===== src/rtl/misty1_cbc_seq.sv =====
// rtl/misty1_cbc_seq.sv - block sequencer feeding a MISTY1 one-round-per-clock core
//
// Loads the 128-bit key into the core and waits for its key schedule. It then
// passes 64-bit blocks through the core one at a time and buffers each result
// for a valid/ready consumer.
// With MISTY1_SEQ_CBC_EN defined, blocks are CBC chained for both encrypt and
// decrypt. Without it the sequencer runs plain ECB, and the chain register and
// the IV path do not exist.
//
// Ports:
//   CLK, RST                         clock, asynchronous active-high reset
//   key_in, key_load                 cipher key and load request (IDLE only)
//   iv_in, iv_load                   initial chaining value and load request (IDLE only)
//   key_ok, err                      key schedule complete, sticky watchdog error
//   s_valid, s_ready, s_data, s_dec  input block stream; s_dec=1 selects decrypt
//   m_valid, m_ready, m_data         one-entry output block buffer
//   core_Din, core_Kin, core_Drdy, core_Krdy, core_EncDec   to the core
//   core_Dout, core_Dvld, core_Kvld                         from the core

module misty1_cbc_seq #(
    parameter int WDOG_CYCLES = 64,
    parameter int WDOG_W      = 7
) (
    input  logic         CLK,
    input  logic         RST,
    input  logic [127:0] key_in,
    input  logic         key_load,
    input  logic [63:0]  iv_in,
    input  logic         iv_load,
    output logic         key_ok,
    output logic         err,
    input  logic         s_valid,
    output logic         s_ready,
    input  logic [63:0]  s_data,
    input  logic         s_dec,
    output logic         m_valid,
    input  logic         m_ready,
    output logic [63:0]  m_data,
    output logic [63:0]  core_Din,
    output logic [127:0] core_Kin,
    output logic         core_Drdy,
    output logic         core_Krdy,
    output logic         core_EncDec,
    input  logic [63:0]  core_Dout,
    input  logic         core_Dvld,
    input  logic         core_Kvld
);

    typedef enum logic [2:0] {
        S_IDLE,
        S_KEY_WAIT,
        S_ISSUE,
        S_WAIT,
        S_OUT
    } state_t;

    localparam logic [WDOG_W-1:0] WDOG_LAST = WDOG_W'(WDOG_CYCLES - 1);

    state_t              state_q, state_d;
    logic [127:0]        kin_q, kin_d;
    logic                krdy_q, krdy_d;
    logic                key_ok_q, key_ok_d;
    logic                err_q, err_d;
    logic [63:0]         din_q, din_d;
    logic                dec_q, dec_d;
    logic [63:0]         m_data_q, m_data_d;
    logic                m_valid_q, m_valid_d;
    logic [WDOG_W-1:0]   wdog_q, wdog_d;
    logic                wdog_expired;
    logic                accept;

`ifdef MISTY1_SEQ_CBC_EN
    logic [63:0]         chain_q, chain_d;
    logic [63:0]         snap_q, snap_d;   // chain value seen by the block in flight
    logic [63:0]         ct_q, ct_d;       // ciphertext of the block in flight (decrypt)
`else
    logic                unused_iv;
    assign unused_iv = ^{iv_load, iv_in};
`endif

    assign wdog_expired = (wdog_q == WDOG_LAST);
    // key_load wins over an input block offered in the same cycle
    assign accept       = (state_q == S_IDLE) & key_ok_q & ~key_load & s_valid;

    always_comb begin
        state_d   = state_q;
        kin_d     = kin_q;
        krdy_d    = 1'b0;
        key_ok_d  = key_ok_q;
        err_d     = err_q;
        din_d     = din_q;
        dec_d     = dec_q;
        m_data_d  = m_data_q;
        m_valid_d = m_valid_q;
        wdog_d    = wdog_q;
        s_ready   = 1'b0;
`ifdef MISTY1_SEQ_CBC_EN
        chain_d   = chain_q;
        snap_d    = snap_q;
        ct_d      = ct_q;
`endif

        case (state_q)
            S_IDLE: begin
                s_ready = key_ok_q & ~key_load;
`ifdef MISTY1_SEQ_CBC_EN
                if (iv_load) begin
                    chain_d = iv_in;
                end
`endif
                if (key_load) begin
                    kin_d    = key_in;
                    krdy_d   = 1'b1;
                    key_ok_d = 1'b0;
                    err_d    = 1'b0;
                    wdog_d   = '0;
                    state_d  = S_KEY_WAIT;
                end else if (accept) begin
                    dec_d   = s_dec;
`ifdef MISTY1_SEQ_CBC_EN
                    snap_d  = chain_q;
                    ct_d    = s_data;
                    din_d   = s_dec ? s_data : (s_data ^ chain_q);
`else
                    din_d   = s_data;
`endif
                    state_d = S_ISSUE;
                end
            end

            S_KEY_WAIT: begin
                if (core_Kvld) begin
                    key_ok_d = 1'b1;
                    state_d  = S_IDLE;
                end else if (wdog_expired) begin
                    err_d    = 1'b1;
                    state_d  = S_IDLE;
                end else begin
                    wdog_d   = wdog_q + 1'b1;
                end
            end

            S_ISSUE: begin
                wdog_d  = '0;
                state_d = S_WAIT;
            end

            S_WAIT: begin
                if (core_Dvld) begin
`ifdef MISTY1_SEQ_CBC_EN
                    if (dec_q) begin
                        m_data_d = core_Dout ^ snap_q;
                        chain_d  = ct_q;
                    end else begin
                        m_data_d = core_Dout;
                        chain_d  = core_Dout;
                    end
`else
                    m_data_d  = core_Dout;
`endif
                    m_valid_d = 1'b1;
                    state_d   = S_OUT;
                end else if (wdog_expired) begin
                    // a timed-out block leaves no output and no chain update
                    err_d   = 1'b1;
                    state_d = S_IDLE;
                end else begin
                    wdog_d  = wdog_q + 1'b1;
                end
            end

            S_OUT: begin
                if (m_ready) begin
                    m_valid_d = 1'b0;
                    state_d   = S_IDLE;
                end
            end

            default: begin
                state_d = S_IDLE;
            end
        endcase
    end

    always_ff @(posedge CLK or posedge RST) begin
        if (RST) begin
            state_q   <= S_IDLE;
            kin_q     <= '0;
            krdy_q    <= 1'b0;
            key_ok_q  <= 1'b0;
            err_q     <= 1'b0;
            din_q     <= '0;
            dec_q     <= 1'b0;
            m_data_q  <= '0;
            m_valid_q <= 1'b0;
            wdog_q    <= '0;
`ifdef MISTY1_SEQ_CBC_EN
            chain_q   <= '0;
            snap_q    <= '0;
            ct_q      <= '0;
`endif
        end else begin
            state_q   <= state_d;
            kin_q     <= kin_d;
            krdy_q    <= krdy_d;
            key_ok_q  <= key_ok_d;
            err_q     <= err_d;
            din_q     <= din_d;
            dec_q     <= dec_d;
            m_data_q  <= m_data_d;
            m_valid_q <= m_valid_d;
            wdog_q    <= wdog_d;
`ifdef MISTY1_SEQ_CBC_EN
            chain_q   <= chain_d;
            snap_q    <= snap_d;
            ct_q      <= ct_d;
`endif
        end
    end

    assign key_ok      = key_ok_q;
    assign err         = err_q;
    assign m_valid     = m_valid_q;
    assign m_data      = m_data_q;
    assign core_Din    = din_q;
    assign core_Kin    = kin_q;
    assign core_Krdy   = krdy_q;
    assign core_Drdy   = (state_q == S_ISSUE);
    assign core_EncDec = dec_q;

endmodule

===== config.mk =====
export PLATFORM = sky130hd
export DESIGN_NAME = misty1_cbc_seq
export DESIGN_NICKNAME = d
export VERILOG_FILES = /design/src/rtl/misty1_cbc_seq.sv
export SDC_FILE = /design/constraint.sdc
export NUM_CORES = 1
export LEC_CHECK = 0
export CAP_MARGIN = 0
export CELL_PAD_IN_SITES_DETAIL_PLACEMENT = 1
export CELL_PAD_IN_SITES_GLOBAL_PLACEMENT = 2
export CORE_AREA = 10 10 219 221
export CTS_BUF_LIST = sky130_fd_sc_hd__clkbuf_8
export DETAILED_ROUTE_END_ITERATION = 16
export DIE_AREA = 0 0 229 231
export DONT_BUFFER_PORTS = 1
export PLACE_DENSITY_LB_ADDON = 0.1
export SLEW_MARGIN = 30
export SYNTH_ARGS = -nofsm -noshare
export SYNTH_HDL_FRONTEND = slang
export SYNTH_SLANG_ARGS = --single-unit

===== constraint.sdc =====
create_clock -name CLK -period 10.2 [get_ports CLK]
set_input_delay 2.04 -clock CLK [delete_from_list [all_inputs] [get_ports CLK]]
set_output_delay 2.04 -clock CLK [all_outputs]
set_load 0.005 [all_outputs]

### After elaboration in Yosys (flattened, before gate mapping)

Cells that the tools add are included.

* register bits: 271
* bits of input ports: 329
* output and inout port bits: 263
* logic and storage cells: 66

* add/subtract/negate cells: 1
* equality and inequality tests: 12
* multiplexer cells: 25
* bitwise gates (word level): 5
* reduce and logical (&&, ||, !) cells: 13

Operator list (count)
* 2-to-1 mux 7 bit: 4
* one-hot mux 7 bit (4 select lines): 1
* 2-to-1 mux 3 bit: 6
* one-hot mux 3 bit (5 select lines): 1
* != test 2 bit, second input constant: 6
* 2-to-1 mux 1 bit: 10
* AND reduction 3 bit: 3
* AND reduction 4 bit: 2
* adder 7 x 1 -> 7 bit, second input constant: 1
* == test 7 x 6 -> 1 bit, second input constant: 1
* == test 3 x 2 -> 1 bit, second input constant: 2
* AND reduction 2 bit: 3
* AND 1 bit: 4
* one-hot mux 1 bit (2 select lines): 2
* nonzero test 2 bit: 2
* nonzero test 4 bit: 1
* == test 3 x 1 -> 1 bit, second input constant: 1
* == test 3 bit, second input constant: 1
* logical NOT 3 bit: 1
* != test 3 bit, second input constant: 1
* one-hot mux 1 bit (3 select lines): 1
* nonzero test 3 bit: 1
* NOT 1 bit: 1

### Logic depth before layout (Yosys ltp)

* word-level depth: 7
* gate-level depth with buffers: 6
* gate-level depth less buffers: 5

### Worst setup path before layout

Ideal clock, no wire load.

* path type: input to output
* start point: input port key_load
* end point: output port s_ready
* data arrival time: 2.330 ns
* slack: 5.830 ns
* stages: 2
* path through: nor4_2 -> and2_1

* longest elaborated chain between the ends: 3

Ends and longest elaborated chain
* start: declaration: RTL line 27 `input logic key_load,`
* NOT 1 bit (no source line)
* AND 1 bit: RTL line 105 `s_ready = key_ok_q & ~key_load;`
* 2-to-1 mux 1 bit: RTL line 103 `case (state_q)`
* end: declaration: RTL line 33 `output logic s_ready,`

No other way between the ends.

### Final worst setup path

Same ends and word-level chain as after synthesis.

==> qor.yml <==
status: "completed"
start_util_pct: 24.2
synth_top_area_share_pct: 64.2
cp.depth: 2
cts_hold_buf: 0
fin_skew_ns: 0.0218
leakagePower_uw: 0.00509
ioPinCount: 592
antenna_found_initial: 15
grt_use_total_pct: 12.5
vias: 5451
grt_pass1_vias: 6195
synthMuxAreaShare_pct: 29.7
rsz0062_at_grt: "no"
r2r-start: "state_q[2]$_DFFE_PP0P_"
cts.clk_slew.worst_paths_ns: 0.05
totalWireLength_mm: 34.5
synth_top_family_by_area: "multiplexers"
gp_congestion: 0.758
period_share_pct: 44.9
postCtsSetupBuffers: 0
synthSimpleGateAreaFrac_pct: 1.50
grt_pass1_wl_mm: 48.6
synth_xor_xnor_area_share_pct: 0
cp.arrival_ns: 2.54
cellPowerDensity_mw_per_mm2: 339
clock_latency_ns: 0.59
drive_gt1_share_pct: 49.6
synth-adder-area-share_pct: 0.118
hold-path-cell-count: 1
place_inst: 1183
synth_nets: 945
ff_latch_area_mm2: 0.00678
tightest_slew_ns: 0.854
finalNetCount: 972
synth_cell_type_count: 31
path_cells: "nor4_2 -> and2_1"
synth_area_leaders: "dfrtp_1 64%, mux2_2 22%, mux2_4 7.1%, buf_6 1.7%, buf_12 1.1%"
avgSynthCellArea_um2: 17.2
ff2ff_path_depth: 6
dpl.hpwl_mm: 26.4
crit_family: "simple AND/OR/NAND/NOR gates"
hp-start: "wdog_q[5]$_DFFE_PP0P_"
postCtsResizedCells: 0
async_flop_share_pct: 100
worstPathMaxFanout: 5
setup_violations: 0
ys_warn_count: 0
ant_nets: 0
die_h_um: 231
path_class: "in -> out"
post-route-drc-count: 0
maxSlewViolCount: 0
setup_tns_ns: 0
synth_area_leader_cell: "dfrtp_1"
slew_headroom_pct: 42.4
cts_tree: "done"
synth_edf_count: 0
grt_start_max_net_pins: 134
coreArea_mm2: 0.0437
fmax_mhz: 218
die_area_mm2: 0.0529
clockBufferDepth: 3
cp-startpoint: "key_load"
cts_max_level: 2
cts-root-buf: "clkbuf_8"
ys.flop_type: "dfrtp_1"
drt_iter0_markers: 212
cts_buffers: 49
clock-sinks: 271
ir_worst_vdd_mv: 0.105
drt_pass1_iterations: 4
synth_compound_area_share_pct: 0.995
start_kind: "input port"
seq_area_frac_synth_pct: 64.2
endpoint_kind: "output port"
viasPerCell: 4.31
max_stage_delay_ns: 0.25
synthCells: 615
fin_crit_ns: 4.58
fillers: 4665
fin_cells: 1265
hold_class: "reg -> reg"
io_buffer_count: 0
synth-seq-cells: 271
crit_buf_inv: 0
wl_per_cell_um: 27.2
multi_input_area_mm2: 0.00342
syn_to_final_growth_pct: 13.2
worst_path_max_delay_cell: "nor4_2"
syn_area_mm2: 0.0106
grt_remaining_overflow: 0
rows: 77
die_w_um: 229
hold_viol: 0
cap_violations: 0
critical_path_required_ns: 8.16
==> area by class of cell <==
cell class	count	area share [%]
multi-input cells	307	28.6
well taps	592	6.19
repair buffers	6	0.471
diodes	4	0.0837
clock inverters	19	0.847
inverters	7	0.324
clock buffers	59	6.79
flip-flops and latches	271	56.7
==> flip-flops by register name, indices dropped and copies added (netlist names) <==
register     flops
err              1
state_q          3
key_ok           1
core_Din        64
m_valid          1
core_Krdy        1
core_Kin       128
m_data          64
wdog_q           7
core_EncDec      1
==> layout by cell type, fill, tap and decap left out, types with 3 or more instances in the layout <==
cell type / instances
and3_1: 3
mux2i_1: 4
mux2_4: 50
buf_4: 3
diode_2: 4
buf_6: 3
o21ai_0: 6
clkbuf_8: 59
nand2_1: 9
inv_1: 23
mux2_2: 208
nor3_1: 4
nand3_1: 4
dfrtp_1: 271
==> power breakdown <==
part | total [uW] | switching (uW) | internal, uW
logic | 892 | 309 | 583
registers | 2190 | 574 | 1620
clock network | 971 | 433 | 538
total | 4050 | 1320 | 2740
==> metal layers <==
| layer | GRT usage, % | part of all wire [%] |
|---|---|---|
| met3 | 8.20 | 14 |
| met2 | 21.7 | 52 |
| met4 | 4.59 | 2.2 |
| met5 | 0 | 0.39 |
| met1 | 11.5 | 32 |
==> cell families after synthesis <==
logic type,after synthesis
AO/OA/AOI/OAI,15
multiplexers,262
AND/OR/NAND/NOR,29
flip-flops,271
adder cells (fa/ha/maj),1
buffers and inverters,37
==> synth_stat cells (all sizes together), types with 2 or more instances <==
cell   instances
mux2         258
mux2i          4
nand3          4
nand2         10
nor4           2
dfrtp        271
buf           30
inv            7
o21ai          7
nor3           6
and3           4
==> stage by stage <==
stage          worst slack (ns)  power [uW]  util, %  cell area [um2]  hold slack (ns)
3_3_place_gp               5.35        3130     25.2            11000            0.482
3_5_place_dp               5.22        3150     25.2            11000            0.500
5_1_grt                    5.58        4340     27.4            12000            0.519
4_1_cts                    5.58        4170     27.3            11900            0.514
6_report                   5.62        4050     27.4            12000            0.509
2_1_floorplan             0.693        2770        -            10600            0.449
==> worst register-to-register path, stage by stage (launching register included) <==
cell and delay, ns:
dfrtp_1 0.46, inv_1 0.19, nand2_1 0.14, nor3_4 0.65, buf_4 0.57, buf_6 0.62, mux2_2 0.52
==> worst paths after layout <==
path,end,slack (ns)
max,s_ready,5.62
max reg2reg,core_Kin[47]$_DFFE_PP0P_,6.91
min,wdog_q[5]$_DFFE_PP0P_,0.51
min reg2reg,wdog_q[5]$_DFFE_PP0P_,0.51
min in group asynchronous,core_Kin[71]$_DFFE_PP0P_,1.42
max in group asynchronous,core_Kin[36]$_DFFE_PP0P_,7.37
No activity file was read; power rests on OpenSTA's default activity.
